$ cat config.mk
export PLATFORM = sky130hd
export DESIGN_NAME = hazard_forward_unit
export DESIGN_NICKNAME = d
export VERILOG_FILES = /design/src/rtl/hazard_forward_unit.sv
export SDC_FILE = /design/constraint.sdc
export NUM_CORES = 1
export LEC_CHECK = 0
export CORE_MARGIN = 2
export CORE_UTILIZATION = 35
export DETAILED_ROUTE_END_ITERATION = 6
export PLACE_DENSITY = 0.87
export SLEW_MARGIN = 5
export SYNTH_ARGS = -nofsm -noshare
export SYNTH_HDL_FRONTEND = slang
export SYNTH_SLANG_ARGS = --single-unit
$ cat constraint.sdc
create_clock -name clk -period 2.59 [get_ports clk]
set_input_delay 0.518 -clock clk [delete_from_list [all_inputs] [get_ports clk]]
set_output_delay 0.518 -clock clk [all_outputs]
set_load 0.02 [all_outputs]
$ cat src/rtl/hazard_forward_unit.sv
// hazard_forward_unit
// Hazard scoreboard and operand forwarding mux that sits beside decode.
// It tracks the destination register and remaining latency of each in-flight
// producer, raises a stall when an operand is needed before it exists, and
// picks the forwarded value when the youngest producer has finished.
module hazard_forward_unit #(
  parameter int STAGES = 3,
  parameter int NSRC   = 2,
  parameter int AW     = 5,
  parameter int DW     = 32,
  parameter int TW     = 2,
  parameter int CNT_W  = 32
) (
  input  logic                 clk,
  input  logic                 reset,
  input  logic                 dec_valid,
  input  logic [AW-1:0]        dec_a_new,
  input  logic [TW-1:0]        dec_t_new,
  input  logic [NSRC*AW-1:0]   use_a,
  input  logic [NSRC*TW-1:0]   use_t,
  input  logic [NSRC*DW-1:0]   v_grf,
  input  logic [STAGES*DW-1:0] stage_val,
  input  logic                 ext_stall,
  input  logic                 flush,
  output logic                 stall,
  output logic [NSRC*DW-1:0]   fwd_val,
  output logic [STAGES*AW-1:0] ent_a,
  output logic [STAGES*TW-1:0] ent_t,
  output logic [CNT_W-1:0]     stall_cnt
);

  logic [AW-1:0]      r_a [STAGES];
  logic [TW-1:0]      r_t [STAGES];
  logic [CNT_W-1:0]   r_cnt;

  logic               w_stall;
  logic               w_bubble;
  logic [NSRC-1:0]    w_found;
  logic [NSRC*DW-1:0] w_fwd;

  // Remaining latency counts down by one per stage and stops at zero.
  function automatic logic [TW-1:0] decT(input logic [TW-1:0] x);
    return (x == '0) ? '0 : x - TW'(1);
  endfunction

  // For each operand, only the youngest matching producer matters: stall if
  // its result arrives too late, forward its stage value if it is ready now.
  always_comb begin
    w_stall = 1'b0;
    w_found = '0;
    w_fwd   = v_grf;
    for (int i = 0; i < NSRC; i++) begin
      for (int k = 0; k < STAGES; k++) begin
        if (!w_found[i] && (use_a[i*AW +: AW] != '0) &&
            (r_a[k] == use_a[i*AW +: AW])) begin
          w_found[i] = 1'b1;
          if (r_t[k] > use_t[i*TW +: TW]) begin
            w_stall = 1'b1;
          end
          if (r_t[k] == '0) begin
            w_fwd[i*DW +: DW] = stage_val[k*DW +: DW];
          end
        end
      end
    end
  end

  assign w_bubble = w_stall | ext_stall | flush | ~dec_valid;

  // Shift the scoreboard every cycle; decode enters stage 0 unless it is
  // replaced by a bubble. Older producers always advance.
  always_ff @(posedge clk or negedge reset) begin
    if (!reset) begin
      for (int k = 0; k < STAGES; k++) begin
        r_a[k] <= '0;
        r_t[k] <= '0;
      end
    end else begin
      for (int k = STAGES - 1; k > 0; k--) begin
        r_a[k] <= r_a[k-1];
        r_t[k] <= decT(r_t[k-1]);
      end
      if (w_bubble) begin
        r_a[0] <= '0;
        r_t[0] <= '0;
      end else begin
        r_a[0] <= dec_a_new;
        r_t[0] <= decT(dec_t_new);
      end
    end
  end

  // Performance counter of stalled cycles, saturating at all ones.
  always_ff @(posedge clk or negedge reset) begin
    if (!reset) begin
      r_cnt <= '0;
    end else if (w_stall && (r_cnt != {CNT_W{1'b1}})) begin
      r_cnt <= r_cnt + CNT_W'(1);
    end
  end

  for (genvar g = 0; g < STAGES; g++) begin : g_ent
    assign ent_a[g*AW +: AW] = r_a[g];
    assign ent_t[g*TW +: TW] = r_t[g];
  end

  assign stall     = w_stall;
  assign fwd_val   = w_fwd;
  assign stall_cnt = r_cnt;

endmodule

Yosys cells after proc, flatten, opt, wreduce, memory -nomap -nowiden
Index checks and enable logic that the tools add are counted.
Word-level totals
  output and inout port bits: 118
  input port bits: 186
  flip-flop bits (word level): 53
  word-level logic and storage cells: 82
Cells by class
  bitwise logic cells: 4
  reductions and logical operators: 21
  magnitude comparators: 6
  eq/ne operators: 7
  add/sub/neg operators: 4
  multiplexer cells: 33
Operators with widths (number)
  $mux 32: 12
  $add 32x1->32 const B: 1
  $ne 32x32->1 const B: 1
  $eq 5x5->1: 6
  $mux 1: 16
  $gt 2x2->1: 6
  $logic_and 1x1->1: 11
  $reduce_bool 5->1: 2
  $logic_not 2->1: 4
  $mux 2: 4
  $sub 2x1->2 const B: 3
  $mux 5: 1
  $logic_not 1->1: 4
  $or 1x1->1: 3
  $not 1->1: 1

Logic depth before layout (Yosys ltp)
  word-level depth: 21
  mapped depth: 10
  depth with buffers taken out: 9

Least setup slack after synthesis
OpenSTA, ideal clock, no wires.
  path kind: input-to-output
  from: in use_a[6]
  to: out fwd_val[36]
  cell stages on the path: 8
  setup slack: -0.245 ns
  data arrival time: 2.317 ns
  cell sequence: or4_1 nor2_1 and4b_1 clkbuf_1 buf_2 mux2i_1 a21oi_1 mux2_1
On the way
  cells in the longest elaborated chain, start to end: 11
Ends and longest elaborated chain
  start: declaration: line 19  | input logic [NSRC*AW-1:0] use_a,
  $eq 5x5->1 / $reduce_bool 5->1 (equally long branches): line 55, 54
  $logic_and 1x1->1: line 54  | if (!w_found[i] && (use_a[i*AW +: AW] != '0) &&
  $mux 1: line 54
  $logic_not 1->1: line 54
  $logic_and 1x1->1 (2 in series): line 54
  $mux 1: line 54
  $logic_not 1->1: line 54
  $logic_and 1x1->1 (2 in series): line 54
  $mux 32 *: line 54
  end: declaration: line 26  | output logic [NSRC*DW-1:0] fwd_val,
Mark *: on every way between the ends. The rest lies on a longest branch, timed or not.

Worst setup path in the final report
  from: reg r_a (netlist bit ent_a[4])
  to: out fwd_val[47]
On the way
  cells in the longest elaborated chain, start to end: 11
Ends and longest elaborated chain
  start: declaration: line 32  | logic [AW-1:0] r_a [STAGES];
  start signal: indexed assignment: line 80  | r_a[k] <= r_a[k-1];
  $eq 5x5->1 *: line 55  | (r_a[k] == use_a[i*AW +: AW])) begin
  $logic_and 1x1->1 *: line 54
  $mux 1: line 54
  $logic_not 1->1: line 54
  $logic_and 1x1->1 (2 in series): line 54
  $mux 1: line 54
  $logic_not 1->1: line 54
  $logic_and 1x1->1 (2 in series): line 54
  $mux 32 *: line 54
Marked as above.

==> qor.yml <==
clockBufferDepth: 2
max_freq_mhz: 297.3
final-setup-viol-count: 102
initial_core_util_pct: 36.12
period_needed_ps: 3363
grt-ovfl-total: 0
violations: "setup timing"
dp_hpwl_um: 17840
switchingPower_w: 0.001024
grt_pass1_vias: 7124
finalMaxSlewViolations: 0
fin_area_mm2: 0.01117
setup_slack_ps: -773.3
timing.slew.headroom_pct: 62.11
die_h_um: 124.4
worstPathMaxFanout: 7
grt_pass1_wl_um: 40230
coreArea_mm2: 0.01404
synth-edff-count: 0
place_ws_ps: -1285
drtAntennaViolNets: 0
ys_seq_area_share_pct: 26.15
cts_tree: "done"
clk_pin_slew_worst_paths_ps: 80
row_count: 43
drcViolationCount: 0
antenna_found_initial: 3
worstMarginPinSlew_ps: 564.6
rsz0062_at_grt: "yes"
fp.dieArea_mm2: 0.01547
cp.required_ps: 2070
power.leakage_nw: 4.801
finalWeightedCongestion: 0.9624
synth_top_area_share_pct: 26.15
pwr-share-clk_pct: 22.1
mostFrequentLayoutCell: "clkdlybuf4s50_1"
final_cell_mix: "clkdlybuf4s50_1, buf_6, buf_4"
swShare_pct: 32.65
syn_to_final_growth_pct: 120.2
synth_area_mm2: 0.005072
fill_cells: 710
nets: 1201
endpoint_kind: "output port"
die_w_um: 124.4
h-tree-depth: 2
syn_inst: 584
clock-sinks: 53
ys_ff_latch: 53
reg2reg_depth: 14
grtUsageTotal_pct: 32.70
start_kind: "flop"
grt_max_degree: 34
pwr-share-seq_pct: 28.5
crit_type: "reg -> out"
p_comb_share_pct: 49.4
ys.flop_type: "dfrtp_1"
design.portCount: 304
synth.avg_cell_area_um2: 8.686
cap_violations: 0
register_area_mm2: 0.001330
route.vias.total: 7074
cts_buffers: 5
critPathLaunch: "ent_a[4]"
dr.pass1.iters: 7
drt_iter0_markers: 516
ir_drop_uv: 415.1
viasPerCell: 5.965
wl_per_cell_um: 26.15
synth_nets: 783
synth_area_leader_cell: "dfrtp_1"
routed_wl_um: 31010
ys_async_sr_fraction_pct: 100.0
timing.final.crit_share_pct: 129.9
placed_cells: 1114
dpl_cell_area_mm2: 0.009211
finalHoldViolCount: 0
finClkSkew_ps: 11.99
power.internal_w: 0.002112
hp-class: "in -> async"
cp.arrival_ps: 2850
rrSetupSlack_ps: -340
portBuffers: 303
yosysUniqueCellTypes: 42
outcome: "finished with violations"
multiInputGateArea_mm2: 0.004541
ys_warn_count: 0
r2r_start: "ent_a[4]"
fin_cells: 1186
clk_latency_ps: 300
powerDensity_mw_per_mm2: 280.9
drive_gt1_share_pct: 40.58
p_total_w: 0.003136
cts_root_buffer: "clkbuf_16"
synth.area.top_cells: "dfrtp_1, mux2_2, mux2i_1, xnor2_1, nand2_1"
-- cells in the mapped netlist (8+ instances only) --
library cell and instances:
mux2_2 65, nand3_1 28, o21ai_0 28, and3_1 16, inv_1 8, ha_1 13
nand4_1 11, nor2_1 45, xnor2_1 47, dfrtp_1 53, nand2_1 55, mux2i_1 64
buf_2 14, a21oi_1 37, nor3_1 11, and2_1 10, clkbuf_1 21, xor2_1 11
-- layout make-up --
class                           count  area share (%)
Inverter                            8          0.2689
Sequential cell                    53           11.91
Antenna cell                        3         0.06723
Tap cell                          180           2.017
Timing Repair Buffer              446           43.70
Multi-Input combinational cell    488           40.66
Clock inverter                      3          0.2577
Clock buffer                        5           1.120
-- flip-flops by register name, indices dropped and copies added, names as in the netlist --
| signal | flops |
|---|---|
| stall_cnt | 32 |
| ent_a | 15 |
| ent_t | 6 |
-- cells by family (layout without fill, tap and decap cells) --
logic type | after synthesis | count (layout) | share of synthesized area, %
muxes | 131 | 131 | 27.50
buffers and inverters | 43 | 462 | 3.528
and+or+nand+nor | 208 | 208 | 21.34
other | 0 | 3 | 0
adders and majority gates | 13 | 13 | 3.207
AOI/OAI and AO/OA | 78 | 78 | 8.263
xor gates and xnor gates | 58 | 58 | 10.01
DFF | 53 | 53 | 26.15
-- worst max-delay path, stage by stage, from the launching register on --
cell,delay (ps)
dfrtp_1,450
xor2_1,250
nor3_2,370
and4b_4,420
buf_12,170
buf_6,110
mux2i_1,240
a21oi_1,120
mux2_4,270
buf_6,130
-- worst paths after layout --
kind | end
max | fwd_val[47]
min | stall_cnt[2]
max reg2reg | stall_cnt[30]
min reg2reg | stall_cnt[29]
max in group asynchronous | ent_t[4]
min in group clk | stall_cnt[29]
-- power by group through the flow --
stage                     clock, W  sequential [W]  combinational (W)
after floorplan                  0        0.000942           0.000498
after global placement           0        0.000909            0.00121
after detailed placement         0        0.000908            0.00123
after CTS                 0.000699        0.000892            0.00136
after global routing      0.000743        0.000900            0.00161
final                     0.000692        0.000894            0.00155
-- timing repair --
item | in CTS | in global routing
gates cloned | 16 | 2
endpoints found under the setup margin | 102 | 102
hold buffers | 0 | 0
endpoints found under the hold margin | 0 | 0
pin swaps | 59 | 51
buffers inserted | 32 | 16
resized for setup | 505 | 167
-- per-layer routing --
layer	part of all wire, %	global-route usage, %	vias up	wire (um)
met5	0	0	-	0
li1	-	-	2934	-
met2	47	57.34	550	14530
met1	34	35.18	3373	10400
met4	10	22.60	0	3109
met3	9.6	6.658	217	2971
-- through the flow --
step,hold slack (ps),utilization [%],setup TNS (ps)
2_1_floorplan,222.4,-,-5706
3_3_place_gp,477.8,65.60,-98910
3_5_place_dp,479.7,65.60,-101870
4_1_cts,201.9,73.86,-31410
5_1_grt,222.8,79.51,-54790
6_report,191.9,79.52,-44090
Power figures use the tool's default switching activity.
